$ cat src/rtl/sprite_plotter_if.sv
// Request/pixel bus between the game FSM (master) and the sprite plotter (slave).
interface sprite_plotter_if;
    logic       start;
    logic       item;
    logic       erase;
    logic [2:0] position;
    logic [7:0] x;
    logic [6:0] y;
    logic [2:0] colour;
    logic       plot;
    logic       busy;
    logic       done;

    modport master (
        output start, item, erase, position,
        input  x, y, colour, plot, busy, done
    );

    modport slave (
        input  start, item, erase, position,
        output x, y, colour, plot, busy, done
    );
endinterface

$ cat src/rtl/sprite_plotter.sv
// Rasters a press or garbage sprite rectangle, one pixel per clock, onto the vga_adapter bus.
// Optional macro SPRITE_BORDER_EN: paints the sprite perimeter red when not erasing.
//
// state | meaning
// ------+------------------------------------------------------------
// IDLE  | waiting for start; request latched and origin/size computed
// DRAW  | presenting pixel (ox+cx, oy+cy) each clock, row-major
// DONE  | plot low, done pulse, x/y/colour hold
module sprite_plotter #(
    parameter int          LANE_W    = 40,
    parameter int          PRESS_W   = 40,
    parameter int          PRESS_H   = 60,
    parameter int          GARB_W    = 20,
    parameter int          GARB_H    = 20,
    parameter int          GARB_Y    = 100,
    parameter logic [2:0]  PRESS_COL = 3'b111,
    parameter logic [2:0]  GARB_COL  = 3'b010
) (
    input  logic              CLOCK_50,
    input  logic              reset_n,
    sprite_plotter_if.slave   bus
);

    typedef enum logic [1:0] {IDLE, DRAW, DONE} state_t;

    state_t     state;
    logic [2:0] fill_q;
    logic [7:0] ox_q, oy_q, w_q, h_q;
    logic [7:0] cx, cy;
    logic [7:0] x_q;
    logic [6:0] y_q;
    logic [2:0] colour_q;
    logic       plot_q, busy_q, done_q;
`ifdef SPRITE_BORDER_EN
    logic       erase_q;
`endif

    logic [1:0] req_lane;
    logic       req_valid;
    logic [7:0] req_ox, req_oy, req_w, req_h;
    logic [2:0] req_fill;
    logic [7:0] y_sum;
    logic       row_end, last_px;
    logic [2:0] pix_colour;

    // Press phases 4 and 5 walk back across lanes 2 and 1.
    always_comb begin
        req_lane  = bus.position[1:0];
        req_valid = 1'b0;
        if (bus.item) begin
            req_valid = (bus.position <= 3'd5);
            case (bus.position)
                3'd4:    req_lane = 2'd2;
                3'd5:    req_lane = 2'd1;
                default: req_lane = bus.position[1:0];
            endcase
        end else begin
            req_valid = (bus.position <= 3'd3);
        end
    end

    assign req_ox   = 8'(LANE_W * int'(req_lane)) + (bus.item ? 8'd0 : 8'((LANE_W - GARB_W) / 2));
    assign req_oy   = bus.item ? 8'd0 : 8'(GARB_Y);
    assign req_w    = bus.item ? 8'(PRESS_W) : 8'(GARB_W);
    assign req_h    = bus.item ? 8'(PRESS_H) : 8'(GARB_H);
    assign req_fill = bus.erase ? 3'b000 : (bus.item ? PRESS_COL : GARB_COL);

    assign y_sum   = oy_q + cy;
    assign row_end = (cx == w_q - 8'd1);
    assign last_px = row_end && (cy == h_q - 8'd1);

`ifdef SPRITE_BORDER_EN
    assign pix_colour = (!erase_q && (cx == 8'd0 || row_end || cy == 8'd0 || cy == h_q - 8'd1))
                        ? 3'b100 : fill_q;
`else
    assign pix_colour = fill_q;
`endif

    always_ff @(posedge CLOCK_50 or negedge reset_n) begin
        if (!reset_n) begin
            state    <= IDLE;
            fill_q   <= 3'b000;
            ox_q     <= 8'd0;
            oy_q     <= 8'd0;
            w_q      <= 8'd0;
            h_q      <= 8'd0;
            cx       <= 8'd0;
            cy       <= 8'd0;
            x_q      <= 8'd0;
            y_q      <= 7'd0;
            colour_q <= 3'b000;
            plot_q   <= 1'b0;
            busy_q   <= 1'b0;
            done_q   <= 1'b0;
`ifdef SPRITE_BORDER_EN
            erase_q  <= 1'b0;
`endif
        end else begin
            case (state)
                IDLE: begin
                    plot_q <= 1'b0;
                    busy_q <= 1'b0;
                    done_q <= 1'b0;
                    // done_q still high means the completion cycle: start is dropped there.
                    if (bus.start && !done_q) begin
                        fill_q  <= req_fill;
                        ox_q    <= req_ox;
                        oy_q    <= req_oy;
                        w_q     <= req_w;
                        h_q     <= req_h;
                        cx      <= 8'd0;
                        cy      <= 8'd0;
`ifdef SPRITE_BORDER_EN
                        erase_q <= bus.erase;
`endif
                        state   <= req_valid ? DRAW : DONE;
                    end
                end
                DRAW: begin
                    plot_q   <= 1'b1;
                    busy_q   <= 1'b1;
                    x_q      <= ox_q + cx;
                    y_q      <= y_sum[6:0];
                    colour_q <= pix_colour;
                    if (row_end) begin
                        cx <= 8'd0;
                        cy <= cy + 8'd1;
                    end else begin
                        cx <= cx + 8'd1;
                    end
                    if (last_px) state <= DONE;
                end
                DONE: begin
                    plot_q <= 1'b0;
                    busy_q <= 1'b1;
                    done_q <= 1'b1;
                    state  <= IDLE;
                end
                default: state <= IDLE;
            endcase
        end
    end

    assign bus.x      = x_q;
    assign bus.y      = y_q;
    assign bus.colour = colour_q;
    assign bus.plot   = plot_q;
    assign bus.busy   = busy_q;
    assign bus.done   = done_q;

endmodule

$ cat src/flat_wrapper.sv
// flat-port wrapper written by rule: the top's interface ports become plain ports
module sprite_plotter_flat 
#(
    parameter int          LANE_W    = 40,
    parameter int          PRESS_W   = 40,
    parameter int          PRESS_H   = 60,
    parameter int          GARB_W    = 20,
    parameter int          GARB_H    = 20,
    parameter int          GARB_Y    = 100,
    parameter logic [2:0]  PRESS_COL = 3'b111,
    parameter logic [2:0]  GARB_COL  = 3'b010
)
  (CLOCK_50, reset_n, bus_start, bus_item, bus_erase, bus_position, bus_x, bus_y, bus_colour, bus_plot, bus_busy, bus_done);
  sprite_plotter_if bus_i ();
  input  logic CLOCK_50;
  input  logic reset_n;
  input wire logic [$bits(bus_i.start)-1:0] bus_start;
  input wire logic [$bits(bus_i.item)-1:0] bus_item;
  input wire logic [$bits(bus_i.erase)-1:0] bus_erase;
  input wire logic [$bits(bus_i.position)-1:0] bus_position;
  output wire logic [$bits(bus_i.x)-1:0] bus_x;
  output wire logic [$bits(bus_i.y)-1:0] bus_y;
  output wire logic [$bits(bus_i.colour)-1:0] bus_colour;
  output wire logic [$bits(bus_i.plot)-1:0] bus_plot;
  output wire logic [$bits(bus_i.busy)-1:0] bus_busy;
  output wire logic [$bits(bus_i.done)-1:0] bus_done;
  assign bus_i.start = bus_start;
  assign bus_i.item = bus_item;
  assign bus_i.erase = bus_erase;
  assign bus_i.position = bus_position;
  assign bus_x = bus_i.x;
  assign bus_y = bus_i.y;
  assign bus_colour = bus_i.colour;
  assign bus_plot = bus_i.plot;
  assign bus_busy = bus_i.busy;
  assign bus_done = bus_i.done;
  sprite_plotter #(.LANE_W(LANE_W), .PRESS_W(PRESS_W), .PRESS_H(PRESS_H), .GARB_W(GARB_W), .GARB_H(GARB_H), .GARB_Y(GARB_Y), .PRESS_COL(PRESS_COL), .GARB_COL(GARB_COL)) u_core (.CLOCK_50(CLOCK_50), .reset_n(reset_n), .bus(bus_i));
endmodule
$ cat config.mk
export PLATFORM = sky130hd
export DESIGN_NAME = sprite_plotter_flat
export DESIGN_NICKNAME = d
export VERILOG_FILES = /design/src/rtl/sprite_plotter_if.sv /design/src/rtl/sprite_plotter.sv /design/src/flat_wrapper.sv
export SDC_FILE = /design/constraint.sdc
export NUM_CORES = 1
export LEC_CHECK = 0
export ABC_AREA = 1
export BUFFER_PORTS_ARGS = -buffer_cell sky130_fd_sc_hd__buf_2
export CAP_MARGIN = 20
export CORE_MARGIN = 1.5
export CORE_UTILIZATION = 35
export DETAILED_ROUTE_END_ITERATION = 6
export GPL_ROUTABILITY_DRIVEN = 0
export PLACE_DENSITY = 0.61
export SKIP_CTS_REPAIR_TIMING = 1
export SLEW_MARGIN = 20
export SYNTH_ARGS = -nofsm -noshare
export SYNTH_HDL_FRONTEND = slang
export SYNTH_SLANG_ARGS = --single-unit
$ cat constraint.sdc
create_clock -name CLOCK_50 -period 4.7 [get_ports CLOCK_50]
set_input_delay 0 -clock CLOCK_50 [delete_from_list [all_inputs] [get_ports CLOCK_50]]
set_output_delay 0 -clock CLOCK_50 [all_outputs]
set_load 0.01 [all_outputs]
==> results of run 1 <==
==> critical path, delay by kind of cell, from the launching register on <==
kind | cells | cell delay, ns
compound gates | 1 | 0.43
flops | 1 | 0.42
simple gates | 3 | 0.42
fa+ha+maj | 1 | 0.72
buf+inv | 3 | 0.67
==> where the power goes <==
group / switching (mW) / internal [mW]
registers: 0.0837 / 0.529
clock network: 0.143 / 0.119
logic: 0.387 / 0.223
total: 0.615 / 0.872
==> stage by stage <==
step / instance area, µm² / utilization, %
2_1_floorplan: 2790 / -
3_3_place_gp: 3010 / 38.9
3_5_place_dp: 3010 / 38.9
4_1_cts: 3110 / 40.2
5_1_grt: 3130 / 40.4
6_report: 3130 / 40.4
==> sequential cells by signal, summed over array words and instances, names as in the netlist, 2 cells and up <==
name / flops
u_core.fill_q: 2
u_core.cx: 8
u_core.state: 2
u_core.bus.y: 7
u_core.bus.colour: 2
u_core.cy: 8
u_core.bus.x: 8
u_core.ox_q: 5
==> path summary, 6_finish.rpt <==
kind | depth (start not counted) | to | startpoint
worst max-delay path | 8 | u_core.cy[0] | u_core.state[1]
worst min-delay path | 3 | u_core.ox_q[7] | bus_position[1]
worst max register to register | 8 | u_core.cy[0] | u_core.state[1]
worst min register to register | 2 | u_core.bus.colour[1] | u_core.bus.colour[1]
max in group asynchronous | 3 | u_core.cx[4] | reset_n
min in group asynchronous | 3 | u_core.bus.plot | reset_n
==> cell type report <==
class / count / area share [%]
inverters: 36 / 4.32
multi-input cells: 252 / 44.7
flip-flops and latches: 48 / 38.4
clock inverters: 2 / 0.480
clock buffers: 6 / 2.64
repair buffers: 31 / 5.36
well taps: 102 / 4.08
==> routing by layer <==
layer  GRT usage [%]  routed length [µm]
met4            6.03                  80
met3            2.32                 217
met1            19.9                2860
met2            22.1                2420
met5               0                   0
==> cell usage after synthesis, drive strengths merged <==
master  instances  area share [%]
ha             22             9.9
inv            36             4.8
nand4           3            0.67
o31ai           2            0.54
xnor2           5             1.6
mux2            1            0.40
a22o            1            0.31
a21oi           5            0.90
nand3          22             4.6
nor2           35             4.7
or2             1            0.22
o21ai          25             5.6
a31o            1            0.31
buf             6             1.4
nand2         111              15
nand3b          1            0.27
dfrtp          48              43
a21o            1            0.27
clkbuf          5            0.67
xor2           11             3.5
a31oi           1            0.22
o21bai          4             1.1
==> cells by family (layout without fill, tap and decap cells) <==
logic type / after synthesis / count (layout) / synth area share [%]
and+or+nand+nor: 173 / 173 / 25.6
muxes: 1 / 1 / 0.404
adders and majority gates: 22 / 22 / 9.87
buffers and inverters: 47 / 75 / 6.91
xor gates and xnor gates: 16 / 16 / 5.02
DFF: 48 / 48 / 43.0
AOI/OAI and AO/OA: 40 / 40 / 9.19
==> cell usage in the layout (no fill, tap or decap) <==
master and n:
nand3_4 1, nand2_2 2, dfrtp_1 48, clkbuf_8 6, o21ai_0 14, buf_2 28
a31o_2 1, nand4_1 3, buf_4 1, nand3_2 1, o21bai_1 4, nand3b_1 1
inv_2 2, nor2_1 35, o21ai_1 3, xor2_1 11, nand3_1 20, ha_1 22
o31ai_1 2, dlygate4sd3_1 2, or2_2 1, nand2_1 109, o21ai_2 8, clkinvlp_4 2
a21o_1 1, a21oi_1 5, inv_1 34, a22o_1 1, a31oi_1 1, mux2_2 1
xnor2_1 5
==> key figures, run 1 <==
Power
  • P_leak: 1.66 nW
  • Total Power: around 1.5 mW
  • Worst vdd ir: 0.172 mV
  • Power density over the cells: 476 nW/µm²

Clock tree
  • CTS tree: yes
  • Root buf cell: clkbuf_8
  • Worst-case clock buffer depth: 2
  • H-tree Lvls: 2
  • Clk slew on worst S/H paths: around 0.090 ns
  • Clock sink total: 48
  • Num CTS Buffers: 5
  • Worst skew pair latency: ~0.30 ns

Timing
  • TNS Setup: 0 ns
  • Post-Route Skew: 0.0108 ns
  • Final critical-path setup slack: 1.96 ns
  • Worst hold margin: 0.00609 ns
  • F_max: 365 MHz
  • Max_slew headroom: 42.8%
  • Fin. Hold Viols: 0
  • Endpoints failing setup: 0
  • Worst Tran Pin Value: 0.858 ns
  • Tcrit/Tclk final: 58.3%
  • Tmin final: between 2 and 3 ns
  • RSZ-0062 raised after global routing: no
  • Final Max Tran Viols: 0

Outcome
  • Run status: finished clean

Finish
  • Reg area: about 1200 µm²
  • Filler cell count: 817
  • Non-Filler Instances: ~480
  • Net count, final: 404
  • Area of the multi-input gates: 1400 µm²
  • Fraction of layout cells with a size suffix above 1: 14.4%
  • # diodes: 0
  • Area Growth Syn to Fin: 12.0%

Synth
  • Cells after Synth: 347
  • Mapped cell area: between 2000 and 3000 µm²
  • Yosys cell types: 30
  • Post-synthesis sequential area ratio: 43.0%
  • Syn. warnings: 0
  • Post-Syn Area per Cell: 8.04 µm²
  • Synthesized net count: 377
  • #FFs+latches synth: 48

Floorplan
  • Die Y: 92.3 µm
  • Die Wd: 92.3 µm
  • I/O Pins: 29
  • Initial core utilization: between 30% and 40%
  • Rows: 32
  • Die area: 8520 µm²
  • Area of the core: ~7700 µm²

Global route
  • GRT Total Usage: roughly 14%
  • Largest net degree at the start of global routing: 49
  • First-pass GRT wire length: between 9 and 10 mm
  • Vias in the first global route: slightly above 2,000
  • Initial antenna violation count: 0
  • Total gr overflow: 0

Critical path
  • Worst-path cell chain: inv_1 > ha_1 > inv_2 > o21ai_2 > nand2_2 > inv_2 > nand2_1 > nand2_1
  • Setup CP Type: register to register
  • Type of origin of the critical path: register
  • Crit path DAT: roughly 3 ns
  • Worst Path Required: 4.95 ns
  • Crit path capture type: register
  • R2R setup slack: slightly below 2 ns
  • Worst-path fanout max: 27
  • CP max stage cell: ha_1
  • Worst path max stage delay: 0.72 ns

Detailed routing
  • Initial drt markers: 140
  • DR pass1 iterations: 4
  • Final wirelength: between 5 and 6 mm
  • Vias: 2,197
  • Residual DRC: 0
  • Vias per std cell: 4.61
  • WL per Instance: around 12 µm
  • Antenna viol nets, final: 0

Placement
  • Placed insts: 467
  • Dpl ws: 1.93 ns
  • Post-detail-place hpwl: roughly 4.1 mm
  • Buffers on Ports: 28

Job
  • Maxcap violations: 0

Worst hold path
  • Worst hold path class: input pin to register
No activity file was read; power rests on OpenSTA's default activity.
==> inputs of run 2 (changes only) <==
--- a/config.mk
+++ b/config.mk
@@ -12,7 +12,7 @@
 export CORE_UTILIZATION = 35
 export DETAILED_ROUTE_END_ITERATION = 6
 export GPL_ROUTABILITY_DRIVEN = 0
-export PLACE_DENSITY = 0.61
+export PLACE_DENSITY = 0.63
 export SKIP_CTS_REPAIR_TIMING = 1
 export SLEW_MARGIN = 20
 export SYNTH_ARGS = -nofsm -noshare
==> constraint.sdc (replaced) <==
create_clock -name CLOCK_50 -period 2.5 [get_ports CLOCK_50]
set_input_delay 0 -clock CLOCK_50 [delete_from_list [all_inputs] [get_ports CLOCK_50]]
set_output_delay 0 -clock CLOCK_50 [all_outputs]
set_load 0.01 [all_outputs]
==> key figures, run 2 (synthesis results as in run 1) <==
Outcome
  • Run status: finished clean (unchanged)

Clock tree
  • CTS tree: yes (unchanged)
  • Num CTS Buffers: 5 (unchanged)
  • H-tree Lvls: 2 (unchanged)
  • Worst skew pair latency: 0.30 ns (about the same)
  • Worst-case clock buffer depth: 2 (unchanged)
  • Root buf cell: clkbuf_8 (unchanged)
  • Clock sink total: 48 (unchanged)
  • Clk slew on worst S/H paths: 0.08 ns (was 0.09 ns)

Finish
  • # diodes: 0 (unchanged)
  • Net count, final: 405 (was 404)
  • Non-Filler Instances: 477 (unchanged)
  • Commonest non-fill, non-tap cells in the layout: nand2_1 (109), dfrtp_1 (48), nor2_1 (35) (unchanged)
  • Fraction of layout cells with a size suffix above 1: 14.1% (was 14.4%)
  • Most common cell after layout, fill and taps aside: nand2_1 (unchanged)
  • Area Growth Syn to Fin: 11.7% (was 12.0%)

Critical path
  • Setup CP Type: register to register (unchanged)
  • Crit path capture type: register (unchanged)
  • Type of origin of the critical path: register (unchanged)
  • Worst Path Required: 2.69 ns (was 4.95 ns)
  • Crit path DAT: 2.26 ns (was 2.98 ns)
  • Worst-path fanout max: 16 (was 27)

Global route
  • Total gr overflow: 0 (unchanged)
  • Initial antenna violation count: 0 (unchanged)
  • Largest net degree at the start of global routing: 49 (unchanged)
  • First-pass GRT wire length: 10.1 mm (was 9.67 mm)
  • GRT Total Usage: 14.9% (was 14.4%)
  • Vias in the first global route: 2,162 (was 2,073)

Detailed routing
  • DR pass1 iterations: 4 (unchanged)
  • Residual DRC: 0 (unchanged)
  • Vias: 2,237 (was 2,197)
  • WL per Instance: 11.9 µm (was 11.7 µm)
  • Antenna viol nets, final: 0 (unchanged)
  • Final wirelength: 5.69 mm (was 5.58 mm)
  • Initial drt markers: 117 (was 140)
  • Vias per std cell: 4.69 (was 4.61)

Placement
  • Buffers on Ports: 28 (unchanged)
  • Placed insts: 468 (was 467)
  • Post-detail-place hpwl: 4.09 mm (was 4.07 mm)

Timing
  • Worst Tran Pin Value: 0.623 ns (was 0.858 ns)
  • Final Max Tran Viols: 0 (unchanged)
  • Fin. Hold Viols: 0 (unchanged)
  • Endpoints failing setup: 0 (unchanged)
  • RSZ-0062 raised after global routing: no (unchanged)
  • Post-Route Skew: 0.00420 ns (was 0.0108 ns)
  • Worst hold margin: 0.00778 ns (was 0.00609 ns)
  • TNS Setup: 0 ns (unchanged)
  • F_max: 484 MHz (was 365 MHz)
  • Tcrit/Tclk final: 82.7% (was 58.3%)
  • Max_slew headroom: 58.5% (was 42.8%)
  • Tmin final: 2.07 ns (was 2.74 ns)

Floorplan
  • Die area: 8520 µm² (unchanged)
  • Initial core utilization: 36.1% (unchanged)
  • I/O Pins: 29 (unchanged)
  • Die Wd: 92.3 µm (unchanged)
  • Area of the core: 7730 µm² (unchanged)
  • Die Y: 92.3 µm (unchanged)
  • Rows: 32 (unchanged)

Power
  • Worst vdd ir: 0.315 mV (was 0.172 mV)
  • Power density over the cells: 890 nW/µm² (was 476 nW/µm²)
  • P_leak: 1.66 nW (about the same)

Worst hold path
  • Worst hold path class: input pin to register (unchanged)

Job
  • Maxcap violations: 0 (unchanged)
## run 2: cell count changes in the layout (fill, tap and decap cells not counted), sizes merged
cell / previous run / this run
clkinv: 0 / 1
buf: 29 / 30
clkinvlp: 2 / 0
## run 2: final cells by class
| type | instances | area [µm²] |
|---|---|---|
| fill | 798 | 4610 |
| multi-input combinational | 252 | 1400 |
| sequential | 48 | 1200 |
| timing repair buffer | 32 | 178 |
| inverter | 36 | 135 |
| tap | 102 | 128 |
| clock buffer | 6 | 72.6 |
| clock inverter | 1 | 5.00 |
## run 2: worst paths after layout
kind / slack (ns) / end / startpoint / depth (start not counted)
setup reg to reg: 0.43 / u_core.cx[6] / u_core.oy_q[5] / 8
min in group asynchronous: 0.25 / u_core.h_q[4] / reset_n / 2
setup / recovery: 0.43 / u_core.cx[6] / u_core.oy_q[5] / 8
max in group asynchronous: 1.83 / u_core.cy[6] / reset_n / 2
hold reg to reg: 0.47 / u_core.bus.colour[1] / u_core.bus.colour[1] / 2
hold / removal: 0.008 / u_core.ox_q[7] / bus_position[1] / 3
## run 2: critical path, stage by stage, from the launching register on
cell	delay (ns)
dfrtp_1	0.51
inv_1	0.14
ha_1	0.32
a21oi_1	0.19
nand3_2	0.11
o21ai_2	0.18
nand2_2	0.25
inv_2	0.20
nor2_1	0.07
## run 2: power by group
group          total [mW]  leakage [nW]  internal [mW]  switching, mW
sequential           1.15         0.627          0.995          0.150
combinational        1.18         0.992          0.433          0.749
clock               0.446        0.0410          0.191          0.255
total                2.77          1.66           1.62           1.15
## run 2: per-stage QoR
stage                     cell area (µm²)  utilization [%]  total power, mW  setup WS (ns)
after floorplan                      2790                -             2.00          0.754
after global placement               3020             39.0             2.33          0.560
after detailed placement             3020             39.0             2.35          0.442
after CTS                            3090             40.0             2.80          0.433
after global routing                 3120             40.3             3.05          0.286
final                                3120             40.3             2.77          0.432
## run 2: metal layers
metal / GRT usage, % / share of wire (%) / vias to the layer above
met5: 0 / 0 / -
met4: 5.26 / 1.2 / 0
li1: - / - / 1147
met3: 2.90 / 3.4 / 6
met2: 23.0 / 44 / 38
met1: 20.7 / 51 / 1046
